==> src/rtl/serial_result_pooler.sv <==
// Pools serial convolution results: optional ReLU, signed max over POOL_N
// captures, and a pooled-result buffer with a registered read port.
module serial_result_pooler #(
  parameter int DATA_W    = 8,
  parameter int POOL_N    = 4,
  parameter int OUT_DEPTH = 16,
  parameter int ADDR_W    = 4
) (
  input  logic              clk,
  input  logic              rst,
  input  logic              conv_done_i,
  input  logic [DATA_W-1:0] conv_data_i,
  input  logic              relu_en_i,
  input  logic              clear_i,
  output logic              pool_valid_o,
  output logic [DATA_W-1:0] pool_data_o,
  output logic [ADDR_W-1:0] pool_addr_o,
  output logic              frame_done_o,
  output logic              overflow_o,
  input  logic [ADDR_W-1:0] rd_addr_i,
  output logic [DATA_W-1:0] rd_data_o
);

  localparam int CNT_W = $clog2(POOL_N);

  typedef enum logic {
    COLLECT,
    FULL
  } state_t;

  state_t state_q, state_d;

  logic                     done_q;
  logic [CNT_W-1:0]         grp_cnt;
  logic [ADDR_W-1:0]        wr_ptr;
  logic signed [DATA_W-1:0] run_max;
  logic signed [DATA_W-1:0] relu_v;
  logic signed [DATA_W-1:0] group_max;
  logic                     capture;
  logic                     accept;
  logic                     last_in_group;
  logic                     last_slot;
  logic                     write_en;
  logic [DATA_W-1:0]        mem [OUT_DEPTH];

  // Rising-edge detect on conv_done_i so a held level is taken only once;
  // the first element of a group seeds the running max, ties keep the old max.
  always_comb begin
    capture       = conv_done_i && !done_q;
    relu_v        = (relu_en_i && conv_data_i[DATA_W-1]) ? '0 : $signed(conv_data_i);
    group_max     = run_max;
    if (grp_cnt == '0) begin
      group_max = relu_v;
    end else if (relu_v > run_max) begin
      group_max = relu_v;
    end
    accept        = capture && !clear_i && (state_q == COLLECT);
    last_in_group = (grp_cnt == CNT_W'(POOL_N - 1));
    last_slot     = (wr_ptr == ADDR_W'(OUT_DEPTH - 1));
    write_en      = accept && last_in_group;
    state_d       = state_q;
    if (clear_i) begin
      state_d = COLLECT;
    end else if (write_en && last_slot) begin
      state_d = FULL;
    end
  end

  always_ff @(posedge clk or posedge rst) begin
    if (rst) begin
      state_q <= COLLECT;
    end else begin
      state_q <= state_d;
    end
  end

  // Datapath and status flags; clear wins over a coincident capture.
  always_ff @(posedge clk or posedge rst) begin
    if (rst) begin
      done_q       <= 1'b0;
      grp_cnt      <= '0;
      wr_ptr       <= '0;
      run_max      <= '0;
      pool_valid_o <= 1'b0;
      pool_data_o  <= '0;
      pool_addr_o  <= '0;
      frame_done_o <= 1'b0;
      overflow_o   <= 1'b0;
      rd_data_o    <= '0;
    end else begin
      done_q       <= conv_done_i;
      pool_valid_o <= write_en;
      rd_data_o    <= mem[rd_addr_i];
      if (clear_i) begin
        grp_cnt      <= '0;
        wr_ptr       <= '0;
        frame_done_o <= 1'b0;
        overflow_o   <= 1'b0;
      end else begin
        if (accept) begin
          run_max <= group_max;
          if (last_in_group) begin
            grp_cnt     <= '0;
            pool_data_o <= group_max;
            pool_addr_o <= wr_ptr;
            wr_ptr      <= wr_ptr + ADDR_W'(1);
            if (last_slot) begin
              frame_done_o <= 1'b1;
            end
          end else begin
            grp_cnt <= grp_cnt + CNT_W'(1);
          end
        end
        if (capture && (state_q == FULL)) begin
          overflow_o <= 1'b1;
        end
      end
    end
  end

  // Buffer storage carries no reset; reads see the pre-write value.
  always_ff @(posedge clk) begin
    if (write_en) begin
      mem[wr_ptr] <= group_max;
    end
  end

endmodule
==> config.mk <==
export PLATFORM = sky130hd
export DESIGN_NAME = serial_result_pooler
export DESIGN_NICKNAME = d
export VERILOG_FILES = /design/src/rtl/serial_result_pooler.sv
export SDC_FILE = /design/constraint.sdc
export NUM_CORES = 1
export LEC_CHECK = 0
export ABC_AREA = 0
export BUFFER_PORTS_ARGS = -buffer_cell sky130_fd_sc_hd__buf_2
export CAP_MARGIN = 0
export CELL_PAD_IN_SITES_DETAIL_PLACEMENT = 1
export CELL_PAD_IN_SITES_GLOBAL_PLACEMENT = 1
export CORE_ASPECT_RATIO = 0.5
export CORE_MARGIN = 2
export CORE_UTILIZATION = 46
export CTS_CLUSTER_DIAMETER = 100
export DETAILED_ROUTE_END_ITERATION = 6
export HOLD_SLACK_MARGIN = 0.12
export PLACE_DENSITY_LB_ADDON = 0.25
export SKIP_CTS_REPAIR_TIMING = 1
export SYNTH_ARGS = -nofsm -noshare
export SYNTH_HDL_FRONTEND = slang
export SYNTH_SLANG_ARGS = --single-unit
==> constraint.sdc <==
create_clock -name clk -period 6.9 [get_ports clk]
set_clock_uncertainty 0.2 [all_clocks]
set_input_delay 0.345 -clock clk [delete_from_list [all_inputs] [get_ports clk]]
set_output_delay 0.345 -clock clk [all_outputs]
set_load 0.02 [all_outputs]
Word-level counts from Yosys, hierarchy flattened
Memories as Yosys holds them, arrays and structs flattened. A register that Yosys moved wholly into a read port is not among the register bits.
Cells that the tools add are included.
{"block": "totals", "regBits": 31, "latchBits": 0, "mem_bits_rw": 128, "mem_bits_ro": 0, "inputBits": 17, "out_inout_bits": 23, "word_cells": 56, "n_memories": 1}
{"block": "classes", "add_sub_neg": 2, "multipliers": 0, "div": 0, "magnitude_cmp": 1, "eq_ne": 2, "n_shift": 0, "muxes": 19, "n_bitwise": 2, "n_reduce_logical": 19}
{"name": "mem", "depth": 16, "width": 8, "rd": 1, "rd_ports_with_merged_regs": 1, "write_ports": 1, "line_no": "44", "rtl": "logic [DATA_W-1:0] mem [OUT_DEPTH];"}
{"cell": "$mux W8", "n": 3}
{"cell": "$mux W4", "n": 3}
{"cell": "$mux W1", "n": 10}
{"cell": "$reduce_bool A2 Y1", "n": 5}
{"cell": "$gt A8 B8 Y1", "n": 1}
{"cell": "$logic_and A1 B1 Y1", "n": 7}
{"cell": "$mux W2", "n": 3}
{"cell": "$reduce_and A3 Y1", "n": 2}
{"cell": "$add A4 B1 Y4 const B", "n": 1}
{"cell": "$eq A4 B4 Y1 const B", "n": 1}
{"cell": "$reduce_and A2 Y1", "n": 2}
{"cell": "$add A2 B1 Y2 const B", "n": 1}
{"cell": "$eq A2 B2 Y1 const B", "n": 1}
{"cell": "$logic_not A1 Y1", "n": 2}
{"cell": "$logic_not A2 Y1", "n": 1}
{"cell": "$not A1 Y1", "n": 2}

Longest topological paths before layout
{"block": "logic_depth", "word_depth": 8, "ltp_mapped": 10}

Worst setup path after synthesis
Ideal clock, no wire load.
{"block": "synth_timing", "path_kind": "in2reg", "from": "in conv_data_i[7]", "to": "mem mem[0][7] (data pin)", "setup_time_ns": 0.323, "arrival_time_ns": 2.278, "required_ns": 6.377, "slack_ns": 4.099, "stages": 9, "path_buffers": 1, "path_cell_list": "nand2_1 > and2_1 > ha_1 > and3_1 > o21a_1 > or3_1 > clkbuf_1 > a311oi_1 > nand2_1"}
{"block": "synth_via", "elab_chain_len": 5}
{"item": "start, declared", "line_no": "12", "rtl": "input logic [DATA_W-1:0] conv_data_i,"}
{"item": "$logic_and A1 B1 Y1", "line_no": "50", "rtl": "relu_v = (relu_en_i && conv_data_i[DATA_W-1]) ? '0 : $signed(conv_data_i);"}
{"item": "$mux W8 *", "line_no": "50"}
{"item": "$gt A8 B8 Y1", "line_no": "54", "rtl": "end else if (relu_v > run_max) begin"}
{"item": "$mux W8", "line_no": "54"}
{"item": "$mux W8 *", "line_no": "52", "rtl": "if (grp_cnt == '0) begin"}
{"item": "net group_max[7]", "line_no": "38", "rtl": "logic signed [DATA_W-1:0] group_max;"}
{"item": "end, declared", "line_no": "44"}
Mark *: on every way through the listed nets, which the timed path passes. The rest lies on a longest branch.

Worst setup path in the final report
{"block": "layout_timing", "from": "in conv_done_i", "to": "mem mem[6][0] (enable)"}
{"block": "layout_via", "elab_chain_len": 6}
{"item": "start, declared", "line_no": "11", "rtl": "input logic conv_done_i,"}
{"item": "$logic_and A1 B1 Y1", "line_no": "49", "rtl": "capture = conv_done_i && !done_q;"}
{"item": "$logic_and A1 B1 Y1 (2 in series)", "line_no": "57", "rtl": "accept = capture && !clear_i && (state_q == COLLECT);"}
{"item": "$logic_and A1 B1 Y1", "line_no": "60", "rtl": "write_en = accept && last_in_group;"}
{"item": "$mux W1", "line_no": "123", "rtl": "if (write_en) begin"}
{"item": "$mux W1 (not written as such)", "line_no": "124", "rtl": "mem[wr_ptr] <= group_max;"}
No other way between the ends.

==> impl_results.rst <==
.. list-table::
   :header-rows: 1

   * - Metric
     - Value
   * - Number of remaining DRC errors
     - 0
   * - Gate count of the mapped netlist
     - 399
   * - Level count of the clock H-tree
     - 4
   * - Fraction of final layout cells sized beyond drive strength 1
     - 27.9%
   * - Switching Share
     - 28.3%
   * - Placer Congestion
     - 0.769
   * - RSZ-0062 raised after global routing
     - false
   * - Worst Path Required
     - 6.73 ns
   * - Area delta synth->final
     - 14.1%
   * - TritonCTS clock tree
     - done
   * - Commonest non-fill, non-tap cells in the layout
     - 128 x edfxtp_1, 40 x mux4_2, 39 x dfrtp_1, 39 x buf_2, 23 x nand2_1
   * - Initial Utilization
     - 47.6%
   * - Avg WL per Cell
     - 22.9 um
   * - Hold Path Class
     - input pin to flip-flop
   * - Number of buffers on the longest clock path
     - 2
   * - Syn Std Cell Area
     - 6980 sq um
   * - Worst hold stages
     - 4
   * - Final routed wirelength across all metal layers
     - 15.0 mm
   * - Count of distinct cell types in the synthesized netlist
     - 39
   * - Per-instance average area after synthesis
     - 17.5 sq um
   * - Via count of the routed design
     - 3651
   * - Sequential cell area
     - 4820 sq um
   * - Maximum clock frequency
     - 264 MHz
   * - Die extent in y
     - 91.1 um
   * - Post-route minimum period
     - 3.79 ns
   * - Top fanout value on the critical path
     - 20
   * - Drt first pass iters
     - 5
   * - Global router's overall resource usage
     - 20.0%
   * - CP endpoint kind
     - flip-flop
   * - Combinational Power Share
     - 14.9%
   * - Residual overflow from global routing
     - 0
   * - CTS Buf Count
     - 17
   * - Post-DR vias/cell
     - 5.58
   * - Pwr per Cell Area
     - 320 nW/um^2
   * - Die W
     - 178 um
   * - Iteration-0 DRC Markers
     - 293
   * - Number of rows in the core area
     - 31
   * - Buffer type at the clock tree root
     - clkbuf_16
   * - Transition time at the pin with the least slew margin
     - 1.28 ns
   * - Worst-case vdd ir drop
     - 0.000184 V
   * - Cell-internal power
     - 1.83 mW
   * - Core area
     - 14700 sq um
   * - Area of the die
     - 16200 sq um
   * - Net Switching
     - 721 uW
   * - Final worst path period share
     - 54.9%
   * - Final Hold Vio Count
     - 0
   * - Total power consumption of the routed design
     - 2.55 mW
   * - Quantity of I/O buffers inserted on ports
     - 39
   * - Crit Path Category
     - input pin to flip-flop
   * - Vias in the first global route
     - 3990
   * - End-of-flow core utilization
     - 54.3%
   * - Top-Level Pins
     - 40
   * - Clock-pin slew on the worst setup and hold paths
     - 0.07 ns
   * - Worst slack on hold paths
     - 0.130 ns
   * - Leakage power of the design
     - 2.93 nW
   * - Global-route wire length before repair
     - 23.7 mm
   * - Diode count
     - 0
   * - Max cap viols
     - 0
   * - Setup-violating endpoint count in the final report
     - 0
   * - Register share of total power
     - 48.3%
   * - Fraction of the yosys area taken by sequential cells
     - 69.1%
   * - Detail Placement HPWL
     - 9.96 mm
   * - Clock power share
     - 36.8%
   * - Source-to-sink clock delay at the later pin of the worst-skew pair
     - 0.41 ns
   * - Status
     - finished, final reports clean
   * - Synth Net Count
     - 430
   * - Count of cells along the worst register-to-register path
     - 6
   * - Fill cell instance count of the final layout
     - 1372
   * - Final TNS setup
     - 0 ns
   * - Most frequent standard cell in the layout excluding fill and tap cells
     - edfxtp_1
   * - Initial antenna violation count
     - 0
   * - Synthesis-stage register bit count
     - 167
   * - Critical path launch point type
     - input pin
   * - Yosys warning total
     - 0
   * - Slew Viols, Final
     - 0
   * - Largest net degree at the start of global routing
     - 40
   * - Layout Nets
     - 474
   * - Worst EP arrival
     - 3.62 ns
   * - Total number of clock tree sinks
     - 167
   * - Area occupied by multi-input gates
     - 2010 sq um
   * - Relative slew slack
     - 14.3%
   * - Number of routed nets with antenna violations
     - 0
[stage by stage]
| stage | cell area [sq um] | setup WS, ns | std cells |
|---|---|---|---|
| 4_1_cts | 7930 | 3.17 | 651 |
| 5_1_grt | 7960 | 2.75 | 654 |
| 3_5_place_dp | 7350 | 3.15 | 619 |
| 3_3_place_gp | 7350 | 3.32 | 619 |
| 2_1_floorplan | 6980 | 4.10 | 399 |
| 6_report | 7960 | 3.11 | 654 |
[power groups by stage]
stage	logic, mW	clock network, mW	registers [mW]
floorplan	0.268	0	1.25
global placement	0.352	0	1.25
detailed placement	0.376	0	1.25
CTS	0.380	0.950	1.23
global route	0.422	0.988	1.24
finish	0.379	0.938	1.23
[critical path: stages]
cell and delay, ns:
dlygate4sd3_1 0.52, buf_2 0.12, nor3b_2 0.32, nor2b_1 0.24
nand2_1 0.24, inv_1 0.52, nand2_1 0.25, nor3b_1 1.07
[final timing paths]
kind / endpoint / start / slack (ns)
max: mem[6][0] / conv_done_i / 3.11
min reg2reg: pool_addr_o[2] / pool_addr_o[2] / 0.28
min in group asynchronous: overflow_o / rst / 0.51
min: pool_data_o[7] / relu_en_i / 0.13
max in group asynchronous: pool_data_o[2] / rst / 5.38
max reg2reg: mem[6][0] / done_q / 3.25
[cell families (layout without fill, tap and decap cells)]
family	Yosys count	after routing	synth area share, %
adders and majority gates	14	14	2.51
xor gates and xnor gates	3	3	0.377
DFF	167	167	69.1
and+or+nand+nor	93	93	7.40
buffers and inverters	36	93	2.15
muxes	48	48	14.6
AOI/OAI and AO/OA	38	38	3.94
[cell type report]
type,instances,share of cell area [%]
Clock buffer,18,5.51
Inverter,18,0.848
Multi-Input combinational cell,196,25.2
Clock inverter,14,1.85
Tap cell,198,3.11
Sequential cell,167,60.5
Timing Repair Buffer,43,2.92
[per-layer routing]
| layer | GRT usage [%] | wire length, um |
|---|---|---|
| met2 | 31.2 | 7210 |
| met1 | 28.4 | 6910 |
| met3 | 4.56 | 814 |
| met5 | 0 | 0 |
| met4 | 5.76 | 56 |
[sequential cells by signal, indices dropped and copies added, names as in the netlist, 2 cells and up]
register and flops:
rd_data_o 8, mem 128, wr_ptr 4, run_max 8, pool_data_o 8, grp_cnt 2, pool_addr_o 4
[cells in the mapped netlist]
| cell | count | area share, % |
|---|---|---|
| o21ai_0 | 2 | 0.14 |
| buf_2 | 6 | 0.43 |
| xnor2_1 | 1 | 0.13 |
| dfrtp_1 | 39 | 14 |
| nor3b_2 | 1 | 0.18 |
| a21oi_2 | 2 | 0.25 |
| clkbuf_1 | 9 | 0.48 |
| a21oi_4 | 1 | 0.23 |
| nor2b_1 | 4 | 0.36 |
| and2_1 | 16 | 1.4 |
| a221oi_1 | 7 | 0.88 |
| nor3b_1 | 5 | 0.54 |
| ha_1 | 14 | 2.5 |
| xor2_1 | 2 | 0.25 |
| nor3_1 | 1 | 0.072 |
| or3_1 | 1 | 0.090 |
| inv_1 | 18 | 0.97 |
| nor4_1 | 1 | 0.090 |
| o21a_1 | 2 | 0.22 |
| nor2_1 | 20 | 1.1 |
| nor4_4 | 1 | 0.30 |
| nand2b_1 | 1 | 0.090 |
| a31oi_1 | 9 | 0.81 |
| nand2_1 | 23 | 1.2 |
| nand4_1 | 2 | 0.18 |
| mux2_4 | 7 | 1.5 |
| a311oi_1 | 1 | 0.13 |
| mux4_2 | 40 | 13 |
| edfxtp_1 | 128 | 55 |
| and3b_4 | 1 | 0.18 |
| buf_1 | 2 | 0.11 |
| nor4b_4 | 1 | 0.34 |
| nand3_1 | 8 | 0.57 |
| or3b_1 | 1 | 0.13 |
| mux2i_1 | 1 | 0.14 |
| buf_6 | 1 | 0.16 |
| a211oi_1 | 8 | 0.86 |
| and3_1 | 6 | 0.54 |
| a21oi_1 | 6 | 0.43 |
Power figures use the tool's default switching activity.
